File: config.mk
export PLATFORM = sky130hd
export DESIGN_NAME = io_bus_bridge_flat
export DESIGN_NICKNAME = d
export VERILOG_FILES = /design/src/rtl/io_bus_bridge_if.sv /design/src/rtl/io_bus_bridge.sv /design/src/flat_wrapper.sv
export SDC_FILE = /design/constraint.sdc
export NUM_CORES = 1
export LEC_CHECK = 0
export CORE_ASPECT_RATIO = 0.7
export CORE_MARGIN = 2
export CORE_UTILIZATION = 35
export CTS_CLUSTER_SIZE = 40
export DETAILED_ROUTE_END_ITERATION = 12
export DONT_BUFFER_PORTS = 1
export HOLD_SLACK_MARGIN = 0.03
export PLACE_DENSITY = 0.51
export SYNTH_ARGS = -nofsm -noshare
export SYNTH_HDL_FRONTEND = slang
export SYNTH_SLANG_ARGS = --single-unit
File: constraint.sdc
create_clock -name clk_in -period 3.1 [get_ports clk_in]
set_clock_uncertainty 0.2 [all_clocks]
set_input_delay 0.31 -clock clk_in [delete_from_list [all_inputs] [get_ports clk_in]]
set_output_delay 0.31 -clock clk_in [all_outputs]
set_load 0.005 [all_outputs]
File: src/rtl/io_bus_bridge_if.sv
// Signal bundle between the CPU core, RAM, UART and io_bus_bridge.
// slave is the bridge's view; master is the surrounding system's view.
interface io_bus_bridge_if #(
    parameter int RAM_AW = 17
);
    logic [31:0]       cpu_a;
    logic [7:0]        cpu_dout;
    logic              cpu_wr;
    logic [7:0]        cpu_din;
    logic              cpu_rdy;
    logic [RAM_AW-1:0] ram_a;
    logic              ram_we;
    logic [7:0]        ram_wdata;
    logic [7:0]        ram_rdata;
    logic              rx_valid;
    logic [7:0]        rx_data;
    logic              rx_ready;
    logic              tx_valid;
    logic [7:0]        tx_data;
    logic              tx_ready;
    logic              program_stop;

    modport slave (
        input  cpu_a, cpu_dout, cpu_wr, ram_rdata, rx_valid, rx_data, tx_ready,
        output cpu_din, cpu_rdy, ram_a, ram_we, ram_wdata, rx_ready, tx_valid,
               tx_data, program_stop
    );

    modport master (
        output cpu_a, cpu_dout, cpu_wr, ram_rdata, rx_valid, rx_data, tx_ready,
        input  cpu_din, cpu_rdy, ram_a, ram_we, ram_wdata, rx_ready, tx_valid,
               tx_data, program_stop
    );
endinterface

File: src/rtl/io_bus_bridge.sv
// CPU memory-bus bridge: routes byte accesses to RAM or to the I/O page at 0x30000
// (UART RX/TX FIFOs, cycle counter, stop latch) with a fixed one-cycle read latency.
module io_bus_bridge #(
    parameter int TX_DEPTH = 8,
    parameter int RX_DEPTH = 8,
    parameter int RAM_AW   = 17
) (
    input  logic           clk_in,
    input  logic           rst_in,
    io_bus_bridge_if.slave bus
);
    localparam int TXW = $clog2(TX_DEPTH);
    localparam int RXW = $clog2(RX_DEPTH);
    localparam logic [TXW:0] TX_FULL    = (TXW+1)'(TX_DEPTH);
    localparam logic [TXW:0] TX_RDY_MAX = (TXW+1)'(TX_DEPTH - 2);
    localparam logic [RXW:0] RX_FULL    = (RXW+1)'(RX_DEPTH);

    typedef enum logic [1:0] {SEL_RAM, SEL_RX, SEL_CNT} rd_sel_e;

    logic        io;
    logic [15:0] off;
    logic        rd_rx, rd_snap, rd_cnt_hi, wr_tx, wr_stop;
    logic        stop_req;
    logic        unused_addr_hi;

    assign io        = (bus.cpu_a[17:16] == 2'b11);
    assign off       = bus.cpu_a[15:0];
    assign rd_rx     = io & ~bus.cpu_wr & (off == 16'h0000);
    assign rd_snap   = io & ~bus.cpu_wr & (off == 16'h0004);
    assign rd_cnt_hi = io & ~bus.cpu_wr & ((off == 16'h0005) | (off == 16'h0006) | (off == 16'h0007));
    assign wr_stop   = io & bus.cpu_wr & (off == 16'h0004);
    // The terminator written by wr_stop skips this zero filter; user bytes may not be 0x00.
    assign wr_tx     = io & bus.cpu_wr & (off == 16'h0000) & (bus.cpu_dout != 8'h00) & ~stop_req;
    assign unused_addr_hi = ^bus.cpu_a[31:18];

    assign bus.ram_a     = bus.cpu_a[RAM_AW-1:0];
    assign bus.ram_wdata = bus.cpu_dout;
    assign bus.ram_we    = bus.cpu_wr & ~io;

    // ---------------- TX FIFO ----------------
    logic [7:0]     tx_mem [TX_DEPTH];
    logic [TXW-1:0] tx_rd_ptr, tx_wr_ptr;
    logic [TXW:0]   tx_count;
    logic           tx_push, tx_pop;
    logic [7:0]     tx_wdata;

    assign tx_wdata = wr_stop ? 8'h00 : bus.cpu_dout;
    assign tx_push  = (wr_tx | wr_stop) & (tx_count != TX_FULL);
    assign tx_pop   = bus.tx_valid & bus.tx_ready;

    // NOTE: storage arrays carry no reset; the reset pointers and counts define what is valid.
    always_ff @(posedge clk_in) begin
        if (tx_push) tx_mem[tx_wr_ptr] <= tx_wdata;
    end

    always_ff @(posedge clk_in or negedge rst_in) begin
        if (!rst_in) begin
            tx_rd_ptr <= '0;
            tx_wr_ptr <= '0;
            tx_count  <= '0;
        end else begin
            if (tx_push) tx_wr_ptr <= tx_wr_ptr + 1'b1;
            if (tx_pop)  tx_rd_ptr <= tx_rd_ptr + 1'b1;
            case ({tx_push, tx_pop})
                2'b10:   tx_count <= tx_count + 1'b1;
                2'b01:   tx_count <= tx_count - 1'b1;
                default: tx_count <= tx_count;
            endcase
        end
    end

    assign bus.tx_valid = (tx_count != '0);
    assign bus.tx_data  = bus.tx_valid ? tx_mem[tx_rd_ptr] : 8'h00;
    assign bus.cpu_rdy  = (tx_count <= TX_RDY_MAX) & ~stop_req;

    // ---------------- RX FIFO ----------------
    logic [7:0]     rx_mem [RX_DEPTH];
    logic [RXW-1:0] rx_rd_ptr, rx_wr_ptr;
    logic [RXW:0]   rx_count;
    logic           rx_push, rx_pop;

    assign bus.rx_ready = (rx_count != RX_FULL);
    assign rx_push      = bus.rx_valid & bus.rx_ready;
    assign rx_pop       = rd_rx & (rx_count != '0);

    always_ff @(posedge clk_in) begin
        if (rx_push) rx_mem[rx_wr_ptr] <= bus.rx_data;
    end

    always_ff @(posedge clk_in or negedge rst_in) begin
        if (!rst_in) begin
            rx_rd_ptr <= '0;
            rx_wr_ptr <= '0;
            rx_count  <= '0;
        end else begin
            if (rx_push) rx_wr_ptr <= rx_wr_ptr + 1'b1;
            if (rx_pop)  rx_rd_ptr <= rx_rd_ptr + 1'b1;
            case ({rx_push, rx_pop})
                2'b10:   rx_count <= rx_count + 1'b1;
                2'b01:   rx_count <= rx_count - 1'b1;
                default: rx_count <= rx_count;
            endcase
        end
    end

    // ---------------- read path, counter, stop ----------------
    logic [31:0] cnt, cnt_snap;
    rd_sel_e     sel_q;
    logic        rd_vld_q;
    logic [7:0]  rx_byte_q;
    logic [1:0]  cnt_byte_q;
    logic        program_stop_q;

    always_ff @(posedge clk_in or negedge rst_in) begin
        if (!rst_in) begin
            cnt            <= '0;
            cnt_snap       <= '0;
            sel_q          <= SEL_RAM;
            rd_vld_q       <= 1'b0;
            rx_byte_q      <= 8'h00;
            cnt_byte_q     <= 2'b00;
            stop_req       <= 1'b0;
            program_stop_q <= 1'b0;
        end else begin
            cnt        <= cnt + 32'd1;
            rd_vld_q   <= ~bus.cpu_wr;
            cnt_byte_q <= off[1:0];
            rx_byte_q  <= rx_pop ? rx_mem[rx_rd_ptr] : 8'h00;
            if (rd_snap) cnt_snap <= cnt;
            if (!io)                       sel_q <= SEL_RAM;
            else if (rd_snap || rd_cnt_hi) sel_q <= SEL_CNT;
            else                           sel_q <= SEL_RX;
            if (wr_stop) stop_req <= 1'b1;
            if (stop_req && (tx_count == '0)) program_stop_q <= 1'b1;
        end
    end

    assign bus.program_stop = program_stop_q;

    // NOTE: default first so every path assigns cpu_din and no latch is inferred.
    always_comb begin
        bus.cpu_din = 8'h00;
        if (rd_vld_q) begin
            case (sel_q)
                SEL_RAM: bus.cpu_din = bus.ram_rdata;
                SEL_RX:  bus.cpu_din = rx_byte_q;
                SEL_CNT: bus.cpu_din = cnt_snap[{cnt_byte_q, 3'b000} +: 8];
                default: bus.cpu_din = 8'h00;
            endcase
        end
    end
endmodule
File: src/flat_wrapper.sv
// flat-port wrapper written by rule: the top's interface ports become plain ports
module io_bus_bridge_flat 
#(
    parameter int TX_DEPTH = 8,
    parameter int RX_DEPTH = 8,
    parameter int RAM_AW   = 17
)
  (clk_in, rst_in, bus_cpu_a, bus_cpu_dout, bus_cpu_wr, bus_ram_rdata, bus_rx_valid, bus_rx_data, bus_tx_ready, bus_cpu_din, bus_cpu_rdy, bus_ram_a, bus_ram_we, bus_ram_wdata, bus_rx_ready, bus_tx_valid, bus_tx_data, bus_program_stop);
  io_bus_bridge_if #(.RAM_AW(RAM_AW)) bus_i ();
  input  logic clk_in;
  input  logic rst_in;
  input wire logic [$bits(bus_i.cpu_a)-1:0] bus_cpu_a;
  input wire logic [$bits(bus_i.cpu_dout)-1:0] bus_cpu_dout;
  input wire logic [$bits(bus_i.cpu_wr)-1:0] bus_cpu_wr;
  input wire logic [$bits(bus_i.ram_rdata)-1:0] bus_ram_rdata;
  input wire logic [$bits(bus_i.rx_valid)-1:0] bus_rx_valid;
  input wire logic [$bits(bus_i.rx_data)-1:0] bus_rx_data;
  input wire logic [$bits(bus_i.tx_ready)-1:0] bus_tx_ready;
  output wire logic [$bits(bus_i.cpu_din)-1:0] bus_cpu_din;
  output wire logic [$bits(bus_i.cpu_rdy)-1:0] bus_cpu_rdy;
  output wire logic [$bits(bus_i.ram_a)-1:0] bus_ram_a;
  output wire logic [$bits(bus_i.ram_we)-1:0] bus_ram_we;
  output wire logic [$bits(bus_i.ram_wdata)-1:0] bus_ram_wdata;
  output wire logic [$bits(bus_i.rx_ready)-1:0] bus_rx_ready;
  output wire logic [$bits(bus_i.tx_valid)-1:0] bus_tx_valid;
  output wire logic [$bits(bus_i.tx_data)-1:0] bus_tx_data;
  output wire logic [$bits(bus_i.program_stop)-1:0] bus_program_stop;
  assign bus_i.cpu_a = bus_cpu_a;
  assign bus_i.cpu_dout = bus_cpu_dout;
  assign bus_i.cpu_wr = bus_cpu_wr;
  assign bus_i.ram_rdata = bus_ram_rdata;
  assign bus_i.rx_valid = bus_rx_valid;
  assign bus_i.rx_data = bus_rx_data;
  assign bus_i.tx_ready = bus_tx_ready;
  assign bus_cpu_din = bus_i.cpu_din;
  assign bus_cpu_rdy = bus_i.cpu_rdy;
  assign bus_ram_a = bus_i.ram_a;
  assign bus_ram_we = bus_i.ram_we;
  assign bus_ram_wdata = bus_i.ram_wdata;
  assign bus_rx_ready = bus_i.rx_ready;
  assign bus_tx_valid = bus_i.tx_valid;
  assign bus_tx_data = bus_i.tx_data;
  assign bus_program_stop = bus_i.program_stop;
  io_bus_bridge #(.TX_DEPTH(TX_DEPTH), .RX_DEPTH(RX_DEPTH), .RAM_AW(RAM_AW)) u_core (.clk_in(clk_in), .rst_in(rst_in), .bus(bus_i));
endmodule
==> flow_metrics.py, run 1 <==
metrics = {
    "run_status": {
        "outcome": "completed",
    },
    "cells_and_area": {
        "drive_above_1_share_pct": 22.1,
        "syn2layout_area_growth_pct": 15.1,
        "finish.utilization_pct": 41.0,
        "nNetsFinal": 734,
        "fin_cells": 1053,
    },
    "route": {
        "vias": 5283,
        "dr.pass1.iters": 5,
        "drt-wirelength-per-cell_um": 19.9,
        "first_iter_violations": 312,
        "ant_nets": 0,
        "viasPerCell": 5.02,
        "route.detailed.drc": 0,
        "drt-total-wl_um": 21000,
    },
    "global_route": {
        "grt_pass1_vias": 5417,
        "grt_pass1_wl_um": 32400,
        "grt_usage_pct": 14.7,
        "grt_overflow": 0,
        "antenna_found_initial": 2,
        "grt_max_degree": 100,
    },
    "pwr": {
        "power.density_mw_per_mm2": 680,
        "p_int_mw": 5.80,
        "design_power_total_mw": 7.76,
        "pwr-share-seq_pct": 47.2,
        "swShare_pct": 25.2,
        "p_sw_mw": 1.96,
        "combPwrFrac_pct": 14.0,
        "max-vdd-ir-drop_v": 0.000418,
        "cellLeakagePower_nw": 4.30,
        "p_clk_share_pct": 38.8,
    },
    "die": {
        "die_x_um": 205,
        "die-area_mm2": 0.0297,
        "initial_utilization_pct": 35.6,
        "row_count": 51,
        "io_pins": 107,
        "core_area_mm2": 0.0278,
        "die_h_um": 145,
    },
    "hold_path": {
        "min_path_type": "input port to flop",
    },
    "clock_network": {
        "clockRootBuffer": "clkbuf_16",
        "htreeDepth": 1,
        "post-cts-setup-buffers": 0,
        "cts_tree": "yes",
        "clk_pin_slew_ns": 0.06,
        "clock_path_buffers": 3,
        "insertion_delay_ns": 0.55,
        "cts.sinks": 227,
        "cts_buffers": 24,
    },
    "synthesis": {
        "yosysUniqueCellTypes": 49,
        "syn_nets": 706,
        "synth-edff-count": 128,
        "synth_top_area_share_pct": 38.8,
        "ys_warn_count": 0,
        "synth.area.top_cells": "edfxtp_1 39%, dfrtp_1 25%, mux4_2 9.1%",
        "synthFlopType": "edfxtp_1",
        "postSynth.asyncResetShare_pct": 43.6,
        "syn_inst": 633,
        "avgSynthCellArea_um2": 15.6,
        "yosysMostFrequentCell": "edfxtp_1",
        "ys_seq_area_share_pct": 63.8,
        "synth_area_mm2": 0.00990,
        "synth-seq-cells": 227,
        "netlist_top_cells_count": "128 x edfxtp_1, 99 x dfrtp_1, 40 x mux4_2",
        "yosys.area.top_type": "edfxtp_1",
    },
    "sta": {
        "worst_pin_slew_ns": 0.928,
        "rsz0062_at_grt": "no",
        "finalSetupViolCount": 0,
        "fmax_mhz": 345,
        "drv_slew": 0,
        "relSlewSlack_pct": 37.6,
        "fin_setup_tns_ns": 0,
        "fin_crit_ns": 2.89,
        "min_period_over_period_pct": 93.4,
        "hold_violations": 0,
    },
    "placement": {
        "portBuffers": 0,
        "place_inst": 973,
        "dp_hpwl_um": 13900,
        "routabilityCongestion": 0.738,
    },
    "critical_path": {
        "cp-start-kind": "input port",
        "cp.arrival_ns": 3.14,
        "cp_max_fo": 4,
        "reg2reg_setup_slack_ns": 0.31,
        "critPathRequiredTime_ns": 3.34,
        "criticalPathCategory": "input port to flop",
        "critPathCaptureType": "flop",
    },
    "run": {
        "drv_cap": 0,
    },
}
==> power groups by stage <==
stage          logic (mW)  clock network [mW]  registers (mW)
3_3_place_gp        0.996                   0            3.71
2_1_floorplan       0.921                   0            3.57
3_5_place_dp         1.04                   0            3.73
6_report             1.08                3.01            3.67
5_1_grt              1.22                3.24            3.70
4_1_cts              1.11                3.10            3.67
==> worst max-delay path, cell delays in order <==
cell           delay, ns
dlygate4sd3_1       0.55
nor3_2              0.20
nand4_1             0.28
or4_4               0.60
inv_1               0.08
ha_1                0.16
ha_1                0.22
a21o_1              0.17
a21oi_1             0.18
mux2i_1             0.24
xnor2_1             0.13
==> cell families after synthesis <==
group | Yosys count | synth area share (%)
flip-flops | 227 | 63.8
AND/OR/NAND/NOR | 154 | 9.11
multiplexers | 103 | 16.0
buffers and inverters | 71 | 4.12
XOR/XNOR | 45 | 4.06
AO/OA/AOI/OAI | 21 | 1.34
adder cells (fa/ha/maj) | 12 | 1.59
==> timing repair <==
| action | in CTS | in global routing |
|---|---|---|
| endpoints found under the hold margin | 247 | 0 |
| resized for setup | 0 | 0 |
| hold buffers | 33 | 0 |
==> worst paths after layout <==
path / from / end / depth (start not counted)
setup / recovery: bus_cpu_a[7] / u_core.rx_count[3]$_DFFE_PN0P_ / 11
hold / removal: bus_cpu_a[0] / u_core.cnt_byte_q[0]$_DFF_PN0_ / 1
setup reg to reg: u_core.rx_count[1]$_DFFE_PN0P_ / u_core.rx_count[3]$_DFFE_PN0P_ / 8
hold reg to reg: u_core.cnt[31]$_DFF_PN0_ / u_core.cnt[31]$_DFF_PN0_ / 1
max in group asynchronous: rst_in / u_core.bus.program_stop$_DFFE_PN0P_ / 2
min in group asynchronous: rst_in / u_core.rx_byte_q[3]$_DFF_PN0_ / 2
==> layout make-up <==
type	count	area [um2]
inverters	17	63.8
well taps	371	464
clock inverters	10	135
fillers	2559	16400
flip-flops and latches	227	6320
clock buffers	34	708
diodes	3	7.51
repair buffers	56	520
multi-input cells	335	3180
==> state kept, by name, indices dropped and copies added, names as in the netlist, 3 cells and up <==
register,flops
u_core.tx_wr_ptr,3
u_core.tx_rd_ptr,3
u_core.cnt,32
u_core.rx_mem,64
u_core.cnt_snap,32
u_core.tx_mem,64
u_core.tx_count,4
u_core.rx_wr_ptr,3
u_core.rx_count,4
u_core.rx_byte_q,8
u_core.rx_rd_ptr,3
==> layer usage <==
| metal | global-route usage (%) | vias to the layer above | part of all wire, % |
|---|---|---|---|
| li1 | - | 2418 | - |
| met1 | 21.5 | 2691 | 48 |
| met2 | 21.7 | 135 | 44 |
| met3 | 3.56 | 37 | 6.1 |
| met4 | 4.66 | 2 | 2.1 |
| met5 | 0 | - | 0.053 |
==> per-stage QoR <==
stage                     hold slack, ns  worst slack [ns]  instance area (um2)
after floorplan                   -0.186             0.209                 9900
after global placement            -0.176             0.141                10200
after detailed placement          -0.176             0.132                10200
after CTS                          0.111             0.222                11400
after global routing               0.112           0.00677                11400
final                              0.129             0.205                11400
==> placed cells by master, fill, tap and decap left out, types with 3 or more instances in the layout <==
master / n
nand4_1: 19
dlygate4sd3_1: 32
bufinv_16: 3
mux2_2: 34
nor2_1: 31
diode_2: 3
xor2_1: 11
nand2b_1: 6
clkbuf_1: 3
edfxtp_1: 128
dfrtp_1: 99
nand2_1: 16
clkinv_1: 4
and2_1: 20
mux2i_1: 26
nand3_1: 15
mux4_2: 40
and3_1: 7
clkbuf_16: 24
a21oi_1: 5
ha_1: 11
inv_1: 16
nor4_1: 6
clkbuf_8: 7
nor3_1: 9
buf_4: 23
o22ai_1: 9
a21o_1: 3
and4_1: 6
xnor2_1: 33
(Power assumes the default switching activity.)
==> run 2, diff against run 1 <==
- RECOVER_POWER: default -> 25
==> run 2 against run 1 <==
- sequential power barely moved
- sequential cell count unchanged
- highest routed layer unchanged
- clock power about the same
- register-to-register slack about the same
- total power about the same
- cell area fell by 0.18%
- via count about the same
- critical path depth did not move
==> flow_metrics.py, run 2 (synthesized netlist as in run 1, its figures left out) <==
metrics = {
    "run_status": {
        "outcome": "completed",
    },
    "die": {
        "io_pins": 107,
        "die_x_um": 205,
        "die-area_mm2": 0.0297,
        "row_count": 51,
        "core_area_mm2": 0.0278,
        "die_h_um": 145,
        "initial_utilization_pct": 35.6,
    },
    "route": {
        "dr.pass1.iters": 5,
        "first_iter_violations": 356,
        "vias": 5280,
        "ant_nets": 0,
        "drt-total-wl_um": 21000,
        "route.detailed.drc": 0,
        "drt-wirelength-per-cell_um": 20.0,
        "viasPerCell": 5.01,
    },
    "sta": {
        "worst_slack_ns": 0.179,
        "rsz0062_at_grt": "no",
        "min_period_over_period_pct": 94.2,
        "hold_violations": 0,
        "finalSetupViolCount": 0,
        "drv_slew": 0,
        "fin_setup_tns_ns": 0,
        "fmax_mhz": 342,
        "relSlewSlack_pct": 8.52,
        "fin_crit_ns": 2.92,
        "worst_pin_slew_ns": 1.37,
    },
    "pwr": {
        "max-vdd-ir-drop_v": 0.000418,
        "p_clk_share_pct": 38.8,
        "design_power_total_mw": 7.76,
        "p_int_mw": 5.80,
        "p_sw_mw": 1.96,
        "cellLeakagePower_nw": 4.30,
        "pwr-share-seq_pct": 47.3,
        "power.density_mw_per_mm2": 681,
        "swShare_pct": 25.2,
        "combPwrFrac_pct": 13.9,
    },
    "critical_path": {
        "cp_slowest_stage_delay_ns": 0.61,
        "crit_chain": "dlygate4sd3_1 -> nor3_2 -> nand4_1 -> or4_4 -> inv_1 -> ha_1 -> ha_1 -> a21o_1 -> a21oi_1 -> mux2i_1 -> xnor2_1",
        "cp.arrival_ns": 3.16,
        "critPathCaptureType": "flop",
        "path_buf_inv": 2,
        "criticalPathCategory": "input port to flop",
        "crit_start": "bus_cpu_a[7]",
        "cp_top_family": "simple AND/OR/NAND/NOR gates",
        "cp_slowest_cell": "or4_4",
        "critPathMostFrequentCell": "ha_1",
        "cp-start-kind": "input port",
        "cp_max_fo": 4,
        "r2r_start": "u_core.rx_count[1]$_DFFE_PN0P_",
        "critPathRequiredTime_ns": 3.34,
    },
    "clock_network": {
        "clk_pin_slew_ns": 0.06,
        "htreeDepth": 1,
        "clock_path_buffers": 3,
        "insertion_delay_ns": 0.54,
        "post-cts-setup-buffers": 0,
        "cts_buffers": 24,
        "clockRootBuffer": "clkbuf_16",
        "cts_tree": "yes",
        "cts_resized": 0,
        "cts.sinks": 227,
    },
    "hold_path": {
        "min_path_type": "input port to flop",
        "hp-start": "bus_cpu_a[0]",
    },
    "cells_and_area": {
        "nNetsFinal": 734,
        "finish.utilization_pct": 40.9,
        "largestRegisters": "u_core.rx_mem (64), u_core.tx_mem (64)",
        "syn2layout_area_growth_pct": 14.9,
        "final_common_cell": "edfxtp_1",
        "drive_above_1_share_pct": 22.1,
        "final_cell_mix": "128 x edfxtp_1, 99 x dfrtp_1, 40 x mux4_2",
    },
    "global_route": {
        "grt_pass1_wl_um": 32400,
        "grt_usage_pct": 14.7,
        "antenna_found_initial": 2,
        "grt_overflow": 0,
        "grt_max_degree": 100,
        "grt_pass1_vias": 5417,
    },
    "run": {
        "drv_cap": 0,
    },
    "placement": {
        "routabilityCongestion": 0.738,
        "dp_hpwl_um": 13900,
        "portBuffers": 0,
        "dp_slack_ns": 0.132,
    },
}
==> run 2: area by class of cell <==
class / count / area, um2
Fill cell: 2561 / 16400
Sequential cell: 227 / 6320
Multi-Input combinational cell: 335 / 3180
Clock buffer: 34 / 708
Timing Repair Buffer: 56 / 500
Tap cell: 371 / 464
Clock inverter: 10 / 135
Inverter: 17 / 63.8
Antenna cell: 3 / 7.51
==> run 2: what timing repair did <==
action                                 in CTS  in global routing
hold buffers                               33                  0
setup endpoints to repair                   0                  0
endpoints found under the hold margin     247                  0
==> run 2: metal layers <==
metal | GRT usage, % | part of all wire [%] | vias to the layer above | wire length (um)
met3 | 3.56 | 5.3 | 38 | 1110
met5 | 0 | 0.052 | - | 11
li1 | - | - | 2418 | -
met2 | 21.7 | 45 | 118 | 9370
met1 | 21.5 | 48 | 2704 | 10100
met4 | 4.66 | 2.1 | 2 | 436
==> run 2: worst paths after layout <==
kind	endpoint	slack [ns]	cells past startpoint
max	u_core.rx_count[3]$_DFFE_PN0P_	0.18	11
min in group asynchronous	u_core.rx_rd_ptr[2]$_DFFE_PN0P_	0.47	2
min reg2reg	u_core.cnt[31]$_DFF_PN0_	0.27	1
max reg2reg	u_core.rx_count[3]$_DFFE_PN0P_	0.31	8
min	u_core.cnt_byte_q[0]$_DFF_PN0_	0.13	1
max in group asynchronous	u_core.cnt[11]$_DFF_PN0_	1.36	2
==> run 2: worst register-to-register path: stages (launching register included) <==
cell and delay [ns]:
dfrtp_1 0.41, or4b_2 0.77, nand2_1 0.19, ha_1 0.19, ha_1 0.22, a21o_1 0.17, a21oi_1 0.18, mux2i_1 0.24
xnor2_1 0.13
==> run 2: stage by stage <==
step	hold WS (ns)	std cells	instance area, um2
after floorplan	-0.186	633	9900
after global placement	-0.176	973	10200
after detailed placement	-0.176	973	10200
after CTS	0.111	1050	11400
after global routing	0.112	1050	11400
final	0.129	1053	11400
==> run 2: power groups by stage <==
stage	sequential [mW]	combinational, mW	clock, mW
floorplan	3.57	0.921	0
global placement	3.71	0.996	0
detailed placement	3.73	1.04	0
CTS	3.67	1.11	3.10
global route	3.70	1.22	3.24
finish	3.67	1.08	3.01
==> run 3, diff against run 2 <==
- CELL_PAD_IN_SITES_DETAIL_PLACEMENT: default -> 1
- CELL_PAD_IN_SITES_GLOBAL_PLACEMENT: default -> 2
- CTS_CLUSTER_DIAMETER: default -> 50
- PLACE_DENSITY: 0.51 -> 0.65
==> run 3 against run 2 <==
- first-iteration DRC count fell by 18%
- wire length rose by 9.2%
- setup slack worse by 0.054 ns
- hold slack got worse by 0.065 ns
- total power decreased by 1.9%
- critical path depth is the same
- largest cell class unchanged
==> flow_metrics.py, run 3 (synthesized netlist as in run 1, its figures left out) <==
metrics = {
    "run_status": {
        "outcome": "completed",
    },
    "global_route": {
        "grt_usage_pct": 16.1,
        "grt_max_degree": 100,
        "antenna_found_initial": 0,
        "grt_pass1_vias": 5856,
        "grt_pass1_wl_um": 35800,
        "grt_overflow": 0,
    },
    "route": {
        "dr.pass1.iters": 4,
        "drt-total-wl_um": 22900,
        "viasPerCell": 5.11,
        "ant_nets": 0,
        "vias": 5341,
        "route.detailed.drc": 0,
        "drt-wirelength-per-cell_um": 22.0,
        "first_iter_violations": 293,
    },
    "clock_network": {
        "clk_pin_slew_ns": 0.08,
        "insertion_delay_ns": 0.53,
        "cts_buffers": 21,
        "clockRootBuffer": "clkbuf_16",
        "clock_path_buffers": 3,
        "cts.sinks": 227,
        "cts_tree": "yes",
        "post-cts-setup-buffers": 0,
        "htreeDepth": 1,
    },
    "critical_path": {
        "cp_top_family": "simple AND/OR/NAND/NOR gates",
        "criticalPathCategory": "input port to flop",
        "critPathRequiredTime_ns": 3.34,
        "cp_slowest_cell": "or4_4",
        "cp.arrival_ns": 3.22,
        "reg2reg_setup_slack_ns": 0.29,
        "path_buf_inv": 2,
        "crit_chain": "dlygate4sd3_1 -> nor4_4 -> nand4_1 -> or4_4 -> inv_1 -> ha_1 -> ha_1 -> a21o_1 -> a21oi_1 -> mux2i_1 -> xnor2_1",
        "cp_max_fo": 4,
        "cp_slowest_stage_delay_ns": 0.58,
        "critPathMostFrequentCell": "ha_1",
        "cp-start-kind": "input port",
        "critPathCaptureType": "flop",
    },
    "die": {
        "die_x_um": 205,
        "io_pins": 107,
        "die_h_um": 145,
        "row_count": 51,
        "core_area_mm2": 0.0278,
        "initial_utilization_pct": 35.6,
        "die-area_mm2": 0.0297,
    },
    "cells_and_area": {
        "drive_above_1_share_pct": 22.8,
        "syn2layout_area_growth_pct": 14.2,
        "antenna_cells": 0,
        "largestRegisters": "u_core.rx_mem (64), u_core.tx_mem (64)",
        "nNetsFinal": 732,
        "multi_input_area_mm2": 0.00319,
        "final_common_cell": "edfxtp_1",
        "final_cell_mix": "128 x edfxtp_1, 99 x dfrtp_1, 40 x mux4_2",
        "num-fill-cells": 2794,
        "finish.utilization_pct": 40.6,
        "seq_area_mm2": 0.00632,
    },
    "run": {
        "drv_cap": 0,
    },
    "sta": {
        "fmax_mhz": 336,
        "relSlewSlack_pct": 6.71,
        "worst_pin_slew_ns": 1.40,
        "drv_slew": 0,
        "finalSetupViolCount": 0,
        "rsz0062_at_grt": "no",
        "min_period_over_period_pct": 96.0,
        "fin_setup_tns_ns": 0,
        "hold_violations": 0,
        "fin_crit_ns": 2.98,
    },
    "placement": {
        "routabilityCongestion": 0.757,
        "dp_hpwl_um": 15700,
        "portBuffers": 0,
    },
    "pwr": {
        "max-vdd-ir-drop_v": 0.000475,
        "design_power_total_mw": 7.61,
        "cellLeakagePower_nw": 4.26,
        "power.density_mw_per_mm2": 673,
    },
    "hold_path": {
        "min_path_type": "input port to flop",
    },
}
==> run 3: changes by cell type in the layout (fill, tap and decap cells not counted), moves of 2 or more <==
cell,delta
clkbuf_8,-4
clkinv_1,-4
buf_4,+3
clkbuf_16,-3
diode_2,-3
inv_12,+3
bufinv_16,-2
clkbuf_1,-2
clkinv_8,+2
dlygate4sd3_1,-2
inv_8,+2
==> run 3: cell type report <==
type                    instances  share of cell area [%]
clock buffers                  25                    5.05
clock inverters                13                    1.73
inverters                      17                   0.564
multi-input cells             335                    28.2
flip-flops and latches        227                    55.9
well taps                     371                    4.10
repair buffers                 57                    4.45
==> run 3: what timing repair did <==
action / 4_1_cts / 5_1_grt
hold buffers: 31 / 0
hold endpoints to repair: 250 / 0
gates resized for setup: 0 / 3
endpoints found under the setup margin: 0 / 1
==> run 3: path summary, 6_finish.rpt <==
check                                                    start                              end  depth (start not counted)
worst max register to register  u_core.rx_count[1]$_DFFE_PN0P_   u_core.rx_count[3]$_DFFE_PN0P_                         10
worst max-delay path                             bus_cpu_a[12]   u_core.rx_count[3]$_DFFE_PN0P_                         11
worst min-delay path                              bus_cpu_a[3]  u_core.tx_wr_ptr[2]$_DFFE_PN0P_                          4
max in group asynchronous                               rst_in  u_core.cnt_snap[24]$_DFFE_PN0P_                          2
worst min register to register        u_core.cnt[31]$_DFF_PN0_         u_core.cnt[31]$_DFF_PN0_                          1
min in group asynchronous                               rst_in  u_core.cnt_snap[15]$_DFFE_PN0P_                          2
==> run 3: metal layers <==
layer	track usage, %	vias up	wire length [um]
met2	24.5	124	10200
met5	0	-	0
met1	23.4	2781	11000
met3	3.78	34	1280
li1	-	2402	-
met4	3.48	0	406
==> run 3: through the flow <==
stage	cells	instance area (um2)	hold slack, ns	setup slack, ns
after floorplan	633	9900	-0.186	0.209
after global placement	976	10200	-0.181	0.150
after detailed placement	976	10200	-0.181	0.0387
after CTS	1045	11300	0.0373	0.0879
after global routing	1045	11300	0.0868	0.0114
final	1045	11300	0.0631	0.125
==> run 3: worst reg2reg max path: stages, from the launching register on <==
cell and delay (ns):
dfrtp_1 0.44, nor4_2 0.41, buf_4 0.19, or4_4 0.14
inv_1 0.05, ha_1 0.24, ha_1 0.29, a21o_1 0.19
a21oi_1 0.20, mux2i_1 0.24, xnor2_1 0.15
==> run 3: report_power, final <==
group | leakage, nW | switching, mW | internal (mW)
registers | 2.49 | 0.265 | 3.42
logic | 1.41 | 0.556 | 0.554
clock network | 0.369 | 1.32 | 1.50
